`config.mk`:
```
export PLATFORM = sky130hd
export DESIGN_NAME = apb_master_bridge_flat
export DESIGN_NICKNAME = d
export VERILOG_FILES = /design/src/rtl/apb_master_bridge_if.sv /design/src/rtl/apb_master_bridge.sv /design/src/flat_wrapper.sv
export SDC_FILE = /design/constraint.sdc
export NUM_CORES = 1
export LEC_CHECK = 0
export ABC_CLOCK_PERIOD_IN_PS = 3400
export BUFFER_PORTS_ARGS = -buffer_cell sky130_fd_sc_hd__clkbuf_2
export CORE_MARGIN = 2
export CORE_UTILIZATION = 45
export DETAILED_ROUTE_END_ITERATION = 8
export PLACE_DENSITY = 0.64
export SYNTH_ARGS = -nofsm -noshare
export SYNTH_HDL_FRONTEND = slang
export SYNTH_SLANG_ARGS = --single-unit
```
`constraint.sdc`:
```
create_clock -name clk -period 3.4 [get_ports clk]
set_input_delay 0.68 -clock clk [delete_from_list [all_inputs] [get_ports clk]]
set_output_delay 0.68 -clock clk [all_outputs]
set_load 0.1 [all_outputs]
```
`src/rtl/apb_master_bridge_if.sv`:
```
// rtl/apb_master_bridge_if.sv - command/response stream and APB bus bundle for apb_master_bridge
interface apb_master_bridge_if #(
    parameter int APB_AW = 32,
    parameter int APB_DW = 32
);
    logic              cmd_valid;
    logic              cmd_ready;
    logic              cmd_write;
    logic [APB_AW-1:0] cmd_addr;
    logic [APB_DW-1:0] cmd_wdata;

    logic              rsp_valid;
    logic              rsp_ready;
    logic [APB_DW-1:0] rsp_rdata;
    logic              rsp_err;
    logic              rsp_timeout;
    logic              busy;

    logic              PSEL;
    logic              PENABLE;
    logic              PWRITE;
    logic [APB_AW-1:0] PADDR;
    logic [APB_DW-1:0] PWDATA;
    logic [APB_DW-1:0] PRDATA;
    logic              PREADY;
    logic              PSLVERR;

    // Bridge side
    modport master (
        input  cmd_valid, cmd_write, cmd_addr, cmd_wdata, rsp_ready,
        input  PRDATA, PREADY, PSLVERR,
        output cmd_ready, rsp_valid, rsp_rdata, rsp_err, rsp_timeout, busy,
        output PSEL, PENABLE, PWRITE, PADDR, PWDATA
    );

    // Host sequencer plus APB slave side
    modport slave (
        output cmd_valid, cmd_write, cmd_addr, cmd_wdata, rsp_ready,
        output PRDATA, PREADY, PSLVERR,
        input  cmd_ready, rsp_valid, rsp_rdata, rsp_err, rsp_timeout, busy,
        input  PSEL, PENABLE, PWRITE, PADDR, PWDATA
    );
endinterface

```
`src/rtl/apb_master_bridge.sv`:
```
// rtl/apb_master_bridge.sv - buffered command stream to AMBA 3 APB master, one response per command
// Optional ACCESS timeout enabled by defining APB_MASTER_TIMEOUT_EN.
module apb_master_bridge #(
    parameter int APB_AW         = 32,
    parameter int APB_DW         = 32,
    parameter int FIFO_DEPTH     = 4,
    parameter int TIMEOUT_CYCLES = 256
) (
    input  logic                clk,
    input  logic                rst_n,
    apb_master_bridge_if.master bus
);
    localparam int PW = $clog2(FIFO_DEPTH);

    typedef enum logic [1:0] {IDLE, SETUP, ACCESS, RESP} state_t;

    state_t state, state_nxt;

    logic              fifo_write [FIFO_DEPTH];
    logic [APB_AW-1:0] fifo_addr  [FIFO_DEPTH];
    logic [APB_DW-1:0] fifo_wdata [FIFO_DEPTH];
    logic [PW-1:0]     wr_ptr, rd_ptr;
    logic [PW:0]       count;
    logic              full, empty, push, pop;

    logic              pwrite_q;
    logic [APB_AW-1:0] paddr_q;
    logic [APB_DW-1:0] pwdata_q;
    logic [APB_DW-1:0] rsp_rdata_q;
    logic              rsp_err_q;
    logic              tmo_hit;

    assign full  = (count == (PW+1)'(FIFO_DEPTH));
    assign empty = (count == '0);
    assign push  = bus.cmd_valid && !full;
    // A pop always coincides with entry to SETUP
    assign pop   = !empty && ((state == IDLE) || (state == RESP && bus.rsp_ready));

    always_ff @(posedge clk) begin
        if (push) begin
            fifo_write[wr_ptr] <= bus.cmd_write;
            fifo_addr[wr_ptr]  <= bus.cmd_addr;
            fifo_wdata[wr_ptr] <= bus.cmd_wdata;
        end
    end

    always_ff @(posedge clk or negedge rst_n) begin
        if (!rst_n) begin
            wr_ptr <= '0;
            rd_ptr <= '0;
            count  <= '0;
        end else begin
            if (push) wr_ptr <= wr_ptr + 1'b1;
            if (pop)  rd_ptr <= rd_ptr + 1'b1;
            case ({push, pop})
                2'b10:   count <= count + 1'b1;
                2'b01:   count <= count - 1'b1;
                default: count <= count;
            endcase
        end
    end

`ifdef APB_MASTER_TIMEOUT_EN
    localparam int TW = $clog2(TIMEOUT_CYCLES) + 1;

    logic [TW-1:0] tmo_cnt;
    logic          rsp_tmo_q;

    // Fires on the TIMEOUT_CYCLES-th stalled ACCESS cycle; PREADY=1 wins
    assign tmo_hit = (state == ACCESS) && !bus.PREADY && (tmo_cnt == TW'(TIMEOUT_CYCLES - 1));

    always_ff @(posedge clk or negedge rst_n) begin
        if (!rst_n) begin
            tmo_cnt   <= '0;
            rsp_tmo_q <= 1'b0;
        end else begin
            if (pop)
                tmo_cnt <= '0;
            else if (state == ACCESS && !bus.PREADY)
                tmo_cnt <= tmo_cnt + 1'b1;
            if (state == ACCESS && (bus.PREADY || tmo_hit))
                rsp_tmo_q <= !bus.PREADY;
        end
    end

    assign bus.rsp_timeout = rsp_tmo_q;
`else
    assign tmo_hit         = 1'b0;
    assign bus.rsp_timeout = 1'b0;
`endif

    always_ff @(posedge clk or negedge rst_n) begin
        if (!rst_n) state <= IDLE;
        else        state <= state_nxt;
    end

    always_comb begin
        state_nxt = state;
        case (state)
            IDLE:    if (pop) state_nxt = SETUP;
            SETUP:   state_nxt = ACCESS;
            ACCESS:  if (bus.PREADY || tmo_hit) state_nxt = RESP;
            RESP:    if (bus.rsp_ready) state_nxt = pop ? SETUP : IDLE;
            default: state_nxt = IDLE;
        endcase
    end

    always_comb begin
        bus.PSEL      = (state == SETUP) || (state == ACCESS);
        bus.PENABLE   = (state == ACCESS);
        bus.rsp_valid = (state == RESP);
        bus.busy      = !empty || (state != IDLE);
    end

    always_ff @(posedge clk or negedge rst_n) begin
        if (!rst_n) begin
            pwrite_q <= 1'b0;
            paddr_q  <= '0;
            pwdata_q <= '0;
        end else if (pop) begin
            pwrite_q <= fifo_write[rd_ptr];
            paddr_q  <= fifo_addr[rd_ptr];
            pwdata_q <= fifo_wdata[rd_ptr];
        end
    end

    // Read data is only meaningful for a clean read; everything else reports zero
    always_ff @(posedge clk or negedge rst_n) begin
        if (!rst_n) begin
            rsp_rdata_q <= '0;
            rsp_err_q   <= 1'b0;
        end else if (state == ACCESS) begin
            if (bus.PREADY) begin
                rsp_rdata_q <= (!pwrite_q && !bus.PSLVERR) ? bus.PRDATA : '0;
                rsp_err_q   <= bus.PSLVERR;
            end else if (tmo_hit) begin
                rsp_rdata_q <= '0;
                rsp_err_q   <= 1'b1;
            end
        end
    end

    assign bus.cmd_ready = !full;
    assign bus.PWRITE    = pwrite_q;
    assign bus.PADDR     = paddr_q;
    assign bus.PWDATA    = pwdata_q;
    assign bus.rsp_rdata = rsp_rdata_q;
    assign bus.rsp_err   = rsp_err_q;

endmodule

```
`src/flat_wrapper.sv`:
```
// flat-port wrapper written by rule: the top's interface ports become plain ports
module apb_master_bridge_flat 
#(
    parameter int APB_AW         = 32,
    parameter int APB_DW         = 32,
    parameter int FIFO_DEPTH     = 4,
    parameter int TIMEOUT_CYCLES = 256
)
  (clk, rst_n, bus_cmd_valid, bus_cmd_write, bus_cmd_addr, bus_cmd_wdata, bus_rsp_ready, bus_PRDATA, bus_PREADY, bus_PSLVERR, bus_cmd_ready, bus_rsp_valid, bus_rsp_rdata, bus_rsp_err, bus_rsp_timeout, bus_busy, bus_PSEL, bus_PENABLE, bus_PWRITE, bus_PADDR, bus_PWDATA);
  apb_master_bridge_if #(.APB_AW(APB_AW), .APB_DW(APB_DW)) bus_i ();
  input  logic clk;
  input  logic rst_n;
  input wire logic [$bits(bus_i.cmd_valid)-1:0] bus_cmd_valid;
  input wire logic [$bits(bus_i.cmd_write)-1:0] bus_cmd_write;
  input wire logic [$bits(bus_i.cmd_addr)-1:0] bus_cmd_addr;
  input wire logic [$bits(bus_i.cmd_wdata)-1:0] bus_cmd_wdata;
  input wire logic [$bits(bus_i.rsp_ready)-1:0] bus_rsp_ready;
  input wire logic [$bits(bus_i.PRDATA)-1:0] bus_PRDATA;
  input wire logic [$bits(bus_i.PREADY)-1:0] bus_PREADY;
  input wire logic [$bits(bus_i.PSLVERR)-1:0] bus_PSLVERR;
  output wire logic [$bits(bus_i.cmd_ready)-1:0] bus_cmd_ready;
  output wire logic [$bits(bus_i.rsp_valid)-1:0] bus_rsp_valid;
  output wire logic [$bits(bus_i.rsp_rdata)-1:0] bus_rsp_rdata;
  output wire logic [$bits(bus_i.rsp_err)-1:0] bus_rsp_err;
  output wire logic [$bits(bus_i.rsp_timeout)-1:0] bus_rsp_timeout;
  output wire logic [$bits(bus_i.busy)-1:0] bus_busy;
  output wire logic [$bits(bus_i.PSEL)-1:0] bus_PSEL;
  output wire logic [$bits(bus_i.PENABLE)-1:0] bus_PENABLE;
  output wire logic [$bits(bus_i.PWRITE)-1:0] bus_PWRITE;
  output wire logic [$bits(bus_i.PADDR)-1:0] bus_PADDR;
  output wire logic [$bits(bus_i.PWDATA)-1:0] bus_PWDATA;
  assign bus_i.cmd_valid = bus_cmd_valid;
  assign bus_i.cmd_write = bus_cmd_write;
  assign bus_i.cmd_addr = bus_cmd_addr;
  assign bus_i.cmd_wdata = bus_cmd_wdata;
  assign bus_i.rsp_ready = bus_rsp_ready;
  assign bus_i.PRDATA = bus_PRDATA;
  assign bus_i.PREADY = bus_PREADY;
  assign bus_i.PSLVERR = bus_PSLVERR;
  assign bus_cmd_ready = bus_i.cmd_ready;
  assign bus_rsp_valid = bus_i.rsp_valid;
  assign bus_rsp_rdata = bus_i.rsp_rdata;
  assign bus_rsp_err = bus_i.rsp_err;
  assign bus_rsp_timeout = bus_i.rsp_timeout;
  assign bus_busy = bus_i.busy;
  assign bus_PSEL = bus_i.PSEL;
  assign bus_PENABLE = bus_i.PENABLE;
  assign bus_PWRITE = bus_i.PWRITE;
  assign bus_PADDR = bus_i.PADDR;
  assign bus_PWDATA = bus_i.PWDATA;
  apb_master_bridge #(.APB_AW(APB_AW), .APB_DW(APB_DW), .FIFO_DEPTH(FIFO_DEPTH), .TIMEOUT_CYCLES(TIMEOUT_CYCLES)) u_core (.clk(clk), .rst_n(rst_n), .bus(bus_i));
endmodule
```
==> out/results.tsv, run 1 <==
metric	value	unit
synth_xor_area_share	0.384	%
drive_gt1_share	47.6	%
synth-edff-count	260	
rsz0062_at_grt	false	
yosysMostFrequentCell	edfxtp_1	
viasPerCell	5.25	
cts_sinks	367	
gr-total-overflow	0	
fin_crit_sh	82.9	%
maxCapViolCount	0	
synth.avg_cell_area	22.6	sq um
post-dp-hpwl	15.6	mm
drt_iter0_markers	427	
first_pass_iters	4	
ctsHtreeMaxLevel	2	
synth_area_leaders	edfxtp_1 57%, dfrtp_1 20%, mux4_2 11%	
drt_wl_total	26.0	mm
place_congestion	0.802	
drv_slew	0	
cts_tree	built	
cts_made_buffers	39	
synth_mux_area_share	17.2	%
grt_max_degree	67	
synthArstFlopShare	29.2	%
core_area	29800	sq um
initial_core_util	45.9	%
critPathCaptureType	primary output	
root_buffer	clkbuf_16	
grt_antenna_before_repair	1	
boundaryPins	207	
fin_skew	0.0135	ns
critPathRequiredTime	2.72	ns
num_rows	63	
max_slew_margin	30.1	%
grt_pass1_vias	7133	
holdBufCountCts	0	
clockBufferDepth	3	
cts_resized	0	
areaGrowthSynthToFinish	20.1	%
cts.clk_slew.worst_paths	0.05	ns
outcome	complete, no violations	
synthTopCellsByCount	260 x edfxtp_1, 107 x dfrtp_1, 65 x mux4_2	
wl_per_cell	20.7	um
synthAdderAreaFrac	0.970	%
synthFlopType	edfxtp_1	
yosys.area_share.simple	0.805	%
grt_pass1_wl	40.2	mm
track_usage	16.7	%
path_cells	inv_1 -> ha_1 -> or4b_1 -> clkbuf_2	
synth_top_family_by_area	multiplexers	
worstPathArrival	2.14	ns
tightest_slew	1.05	ns
route.detailed.drc	0	
ant_nets	0	
cts_setup_buffers	0	
crit_type	flip-flop to primary output	
path_max_fanout	4	
dieArea	31800	sq um
fp.dieH	178	um
syn_inst	606	
yosysWarningCount	0	
max_freq	355	MHz
dr_total_vias	6599	
synth_area	13700	sq um
cp_slowest_cell	or4b_1	
min_period	2.82	ns
ys_seq_elements	367	
critPathLaunchType	flip-flop	
final_nets	949	
ys_types	34	
clock_latency	0.51	ns
seq_area_frac_synth	76.7	%
die_x	178	um
hp-class	input pin to asynchronous set/reset pin	
tns	0	ns
synth_compound_area_share	2.22	%
io_buffers	205	
yosysTopAreaCell	edfxtp_1	
synth_top_area_share	57.1	%
hold_viol_final	0	
synth_nets	719	
max_stage_delay	0.49	ns
setup_viol	0	
cell families after synthesis:
logic type / after synthesis
and+or+nand+nor: 18
buffers and inverters: 35
other: 1
AOI/OAI and AO/OA: 35
DFF: 367
xor gates and xnor gates: 6
adders and majority gates: 10
muxes: 134
flip-flops by register name (all words and copies together), names as in the netlist:
signal                cells
u_core.bus.rsp_err        1
u_core.fifo_addr        128
u_core.state              2
u_core.fifo_write         4
u_core.wr_ptr             2
u_core.bus.PWRITE         1
u_core.bus.PWDATA        32
u_core.count              3
u_core.rd_ptr             2
u_core.fifo_wdata       128
u_core.bus.rsp_rdata     32
u_core.bus.PADDR         32
critical path: cells and delay by family, from the launching register on:
kind,cells,cell delay [ns]
buffers and inverters,2,0.55
DFF,1,0.42
adders and majority gates,1,0.18
and+or+nand+nor,1,0.49
per-stage QoR:
stage | instance area (sq um) | setup WS (ns) | utilization [%] | hold slack [ns] | instances
2_1_floorplan | 13700 | 0.0577 | - | 0.384 | 606
3_3_place_gp | 15200 | 1.08 | 50.9 | 0.487 | 1185
3_5_place_dp | 15200 | 1.05 | 50.9 | 0.492 | 1185
4_1_cts | 16400 | 0.574 | 55.1 | 0.283 | 1256
5_1_grt | 16400 | 0.501 | 55.1 | 0.304 | 1256
6_report | 16400 | 0.581 | 55.1 | 0.258 | 1257
final cells by class:
type / instances / area (sq um)
inverter: 6 / 25.0
clock inverter: 14 / 141
tap: 390 / 488
clock buffer: 57 / 1120
timing repair buffer: 218 / 1180
multi-input combinational: 204 / 2970
sequential: 367 / 10500
antenna: 1 / 2.50
fill: 2307 / 13400
cells in the final DEF (no fill, tap or decap), types with 2 or more instances in the layout:
cell	count
inv_1	5
and3_4	4
clkbuf_16	41
edfxtp_1	260
clkbuf_2	204
buf_12	4
clkbuf_1	13
bufinv_16	3
xor2_1	2
a22o_1	32
dfrtp_1	105
nand2_1	2
mux2_2	41
clkinv_2	4
nand2b_1	2
xnor2_1	4
mux2_4	28
clkbuf_8	3
ha_1	9
buf_4	10
dfrtp_4	2
clkinv_1	6
mux4_2	65
metal layers:
| layer | share of wire, % | vias to the layer above | global-route usage [%] |
|---|---|---|---|
| li1 | - | 2926 | - |
| met1 | 42 | 3446 | 21.1 |
| met2 | 51 | 177 | 29.0 |
| met3 | 5.3 | 48 | 3.45 |
| met4 | 2.1 | 2 | 5.15 |
| met5 | 0.050 | - | 0 |
worst paths after layout:
path                                          startpoint                        to  slack, ns  depth (start not counted)
worst max-delay path                     u_core.state[0]                  bus_busy       0.58                          4
worst min-delay path                               rst_n      u_core.bus.PWDATA[8]       0.26                          1
worst max register to register           u_core.state[0]           u_core.count[2]       1.11                         10
worst min register to register  u_core.bus.rsp_rdata[16]  u_core.bus.rsp_rdata[16]       0.50                          1
max in group asynchronous                          rst_n     u_core.bus.PWDATA[24]       2.37                          2
min in group clk                       bus_cmd_wdata[12]  u_core.fifo_wdata[2][12]       0.39                          1
Power of run 1 is not shown: default switching activity piles up to over one toggle a cycle in this logic, so the estimate is an artifact.
==> inputs of run 2 (changes only) <==
--- a/config.mk
+++ b/config.mk
@@ -5,7 +5,7 @@
 export SDC_FILE = /design/constraint.sdc
 export NUM_CORES = 1
 export LEC_CHECK = 0
-export ABC_CLOCK_PERIOD_IN_PS = 3400
+export ABC_CLOCK_PERIOD_IN_PS = 2750
 export BUFFER_PORTS_ARGS = -buffer_cell sky130_fd_sc_hd__clkbuf_2
 export CORE_MARGIN = 2
 export CORE_UTILIZATION = 45
==> constraint.sdc (replaced) <==
create_clock -name clk -period 2.75 [get_ports clk]
set_input_delay 0.55 -clock clk [delete_from_list [all_inputs] [get_ports clk]]
set_output_delay 0.55 -clock clk [all_outputs]
set_load 0.1 [all_outputs]
==> out/results.tsv, run 2 (synthesis gave the netlist of run 1 again) <==
metric	value	unit
largestRegisters	u_core.fifo_addr x128, u_core.fifo_wdata x128	
root_buffer	clkbuf_16	
drv_slew	0	
io_buffers	205	
max_stage_delay	0.50	ns
boundaryPins	207	
grt_max_degree	60	
track_usage	17.1	%
tns	0	ns
top_usage_layer	met2	
cts_made_buffers	40	
critPathCaptureType	primary output	
grtUsageMet1	20.8	%
worstPathArrival	2.09	ns
grt_util_met3	3.79	%
tightest_slew	0.589	ns
max_slew_margin	60.9	%
hp-class	input pin to flip-flop	
gr-total-overflow	0	
die_x	178	um
grt_pass1_vias	7311	
max_freq	378	MHz
dieArea	31800	sq um
fin_skew	0.0186	ns
fill_cells	2279	
final_nets	958	
dr_total_vias	6636	
first_pass_iters	4	
fp.dieH	178	um
path_max_fanout	4	
grt_pass1_wl	41.0	mm
num_rows	63	
hold_viol_final	0	
cts_setup_buffers	0	
maxCapViolCount	0	
outcome	complete, no violations	
core_area	29800	sq um
path_cells	inv_1 -> ha_1 -> or4b_1 -> buf_2	
critPathBufInv	2	
clockBufferDepth	3	
final_common_cell	edfxtp_1	
fin_crit_sh	96.2	%
setup_viol	0	
diodes	0	
route.detailed.drc	0	
ctsHtreeMaxLevel	2	
crit_type	flip-flop to primary output	
drt_wl_total	26.7	mm
rsz0062_at_grt	false	
mostFrequentLayoutCells	260 x edfxtp_1, 203 x clkbuf_2, 105 x dfrtp_1	
place_congestion	0.744	
viasPerCell	5.24	
cpLargestDelayFamily	simple AND/OR/NAND/NOR gates	
cts_sinks	367	
drt_iter0_markers	373	
critPathRequiredTime	2.20	ns
cts.clk_slew.worst_paths	0.06	ns
wl_per_cell	21.0	um
cts_tree	built	
initial_core_util	45.9	%
ant_nets	0	
drive_gt1_share	48.2	%
use_met2	30.6	%
grt_antenna_before_repair	1	
areaGrowthSynthToFinish	20.8	%
critPathLaunchType	flip-flop	
cp_slowest_cell	or4b_1	
min_period	2.64	ns
post-dp-hpwl	16.8	mm
clock_latency	0.52	ns
post-route-util	55.4	%
run 2: cell types whose count changed in the layout (fill, tap and decap cells not counted), sizes merged:
cell / before / now
diode: 1 / 0
dlygate4sd3: 0 / 1
inv: 6 / 9
clkinv: 11 / 12
clkbuf: 261 / 257
clkinvlp: 0 / 3
bufinv: 3 / 2
buf: 14 / 22
run 2: path summary, 6_finish.rpt:
| path | start | slack (ns) | endpoint | cells past startpoint |
|---|---|---|---|---|
| worst min-delay path | bus_cmd_addr[11] | 0.25 | u_core.fifo_addr[1][11] | 1 |
| worst min register to register | u_core.bus.rsp_rdata[13] | 0.50 | u_core.bus.rsp_rdata[13] | 1 |
| worst max-delay path | u_core.state[0] | 0.11 | bus_busy | 4 |
| worst max register to register | u_core.state[0] | 0.34 | u_core.count[2] | 10 |
| max in group asynchronous | rst_n | 1.54 | u_core.bus.PWDATA[18] | 3 |
| min in group asynchronous | rst_n | 0.51 | u_core.bus.PWDATA[3] | 2 |
run 2: layout make-up:
type                            instances  area, sq um  share of cell area (%)
Clock buffer                           54         1090                    6.63
Sequential cell                       367        10500                    63.5
Clock inverter                         20          159                   0.962
Multi-Input combinational cell        204         2980                    18.0
Tap cell                              390          488                    2.96
Timing Repair Buffer                  226         1280                    7.73
Inverter                                6         25.0                   0.152
run 2: repair_timing:
| item | in CTS | in global routing |
|---|---|---|
| hold endpoints to repair | 21 | 0 |
| setup endpoints to repair | 0 | 1 |
| hold buffers | 1 | 0 |
| resized for setup | 0 | 1 |
run 2: routing by layer:
layer / wire (um) / part of all wire, %
met5: 0 / 0
met3: 1520 / 5.7
met4: 531 / 2.0
met1: 10700 / 40
met2: 13900 / 52
run 2: through the flow:
step                      area [sq um]  std cells  hold WS, ns  worst slack, ns
after detailed placement         15200       1192        0.490            0.368
final                            16500       1267        0.247            0.106
after global routing             16500       1267        0.227           0.0166
after floorplan                  13700        606        0.254           0.0147
after global placement           15200       1192        0.486            0.463
after CTS                        16500       1267        0.220          0.00572
Power of run 2 is left out for the same reason.
==> inputs of run 3 (changes only) <==
--- a/config.mk
+++ b/config.mk
@@ -6,7 +6,7 @@
 export NUM_CORES = 1
 export LEC_CHECK = 0
 export ABC_CLOCK_PERIOD_IN_PS = 2750
-export BUFFER_PORTS_ARGS = -buffer_cell sky130_fd_sc_hd__clkbuf_2
+export BUFFER_PORTS_ARGS = -buffer_cell sky130_fd_sc_hd__buf_2
 export CORE_MARGIN = 2
 export CORE_UTILIZATION = 45
 export DETAILED_ROUTE_END_ITERATION = 8
==> out/results.tsv, run 3 (synthesis gave the netlist of run 1 again) <==
metric	value	unit
drive_gt1_share	47.9	%
reg2reg_to	u_core.bus.PWDATA[3]	
root_buffer	clkbuf_16	
initial_core_util	45.9	%
wl_per_cell	20.8	um
grt_max_degree	58	
viasPerCell	5.25	
num_rows	63	
cts_made_buffers	39	
critPathCaptureType	primary output	
whs_endpoint	u_core.fifo_addr[3][5]	
r2r_start	u_core.state[0]	
clockBufferDepth	3	
place_congestion	0.739	
hp-class	input pin to flip-flop	
maxCapViolCount	0	
final_nets	957	
cts.clk_slew.worst_paths	0.06	ns
fill_cells	2309	
hold_start	bus_cmd_addr[5]	
grt_antenna_before_repair	1	
io_buffers	205	
crit_type	flip-flop to primary output	
final_common_cell	edfxtp_1	
grt_pass1_wl	40.7	mm
cts_setup_buffers	0	
fp.dieH	178	um
gr-total-overflow	0	
r2r_setup_slack	0.33	ns
dr_total_vias	6642	
boundaryPins	207	
worstHoldPathCells	1	
path_max_fanout	4	
rsz0062_at_grt	false	
areaGrowthSynthToFinish	20.8	%
critPathRequiredTime	2.20	ns
first_pass_iters	4	
drv_slew	0	
die_x	178	um
hold_viol_final	0	
drt_wl_total	26.3	mm
post-dp-hpwl	16.4	mm
timing.hold.ws	0.252	ns
fin_crit_sh	95.8	%
min_period	2.63	ns
core_area	29800	sq um
cts_sinks	367	
ctsHtreeMaxLevel	2	
max_freq	380	MHz
ant_nets	0	
tns	0	ns
clock_latency	0.51	ns
largestRegisters	u_core.fifo_addr x128, u_core.fifo_wdata x128	
outcome	complete, no violations	
setup_viol	0	
post-route-util	55.4	%
track_usage	17.0	%
max_slew_margin	43.5	%
critPathLaunchType	flip-flop	
route.detailed.drc	0	
dieArea	31800	sq um
worstPathArrival	2.08	ns
tightest_slew	0.847	ns
cts_tree	built	
mostFrequentLayoutCells	260 x edfxtp_1, 204 x buf_2, 105 x dfrtp_1	
grt_pass1_vias	7309	
cts_resized	0	
fin_skew	0.0144	ns
drt_iter0_markers	358	
reg2regPathDepth	7	
run 3: metal layers:
| metal | share of wire [%] | up-vias | track usage [%] | wire, um |
|---|---|---|---|---|
| li1 | - | 2934 | - | - |
| met1 | 40 | 3465 | 21.3 | 10500 |
| met2 | 52 | 200 | 30.0 | 13700 |
| met4 | 2.0 | 0 | 4.78 | 525 |
| met3 | 6.0 | 43 | 3.56 | 1580 |
| met5 | 0 | - | 0 | 0 |
run 3: worst max path at each step:
stage	start	to	slack (ns)
after floorplan	u_core.state[1]	u_core.count[1]	0.01
after global placement	u_core.state[0]	u_core.bus.PWDATA[6]	0.43
after detailed placement	u_core.state[0]	u_core.bus.PWDATA[3]	0.34
after CTS	u_core.state[0]	bus_busy	0.12
after global routing	u_core.state[0]	bus_busy	0.04
final	u_core.state[0]	bus_busy	0.12
run 3: what timing repair did:
| action | 4_1_cts | 5_1_grt |
|---|---|---|
| hold buffers | 1 | 0 |
| endpoints found under the hold margin | 23 | 0 |
| setup endpoints to repair | 0 | 0 |
run 3: metrics by stage:
stage	area (sq um)	worst slack, ns	instances
after floorplan	13700	0.0147	606
after global placement	15300	0.434	1192
after detailed placement	15300	0.339	1192
after CTS	16500	0.123	1263
after global routing	16500	0.0447	1263
final	16500	0.117	1266
run 3: layout make-up:
cell class | count | area [sq um] | share of cell area [%]
flip-flops and latches | 367 | 10500 | 63.5
multi-input cells | 204 | 2980 | 18.0
repair buffers | 226 | 1300 | 7.88
clock buffers | 61 | 1130 | 6.85
well taps | 390 | 488 | 2.95
clock inverters | 9 | 93.8 | 0.568
inverters | 6 | 25.0 | 0.152
diodes | 3 | 7.51 | 0.0455
run 3: critical path: stages, from the launching register on:
cell and delay (ns):
dfrtp_1 0.42, inv_1 0.14, ha_1 0.19, or4b_1 0.50, buf_2 0.33
Power of run 3 is left out for the same reason.
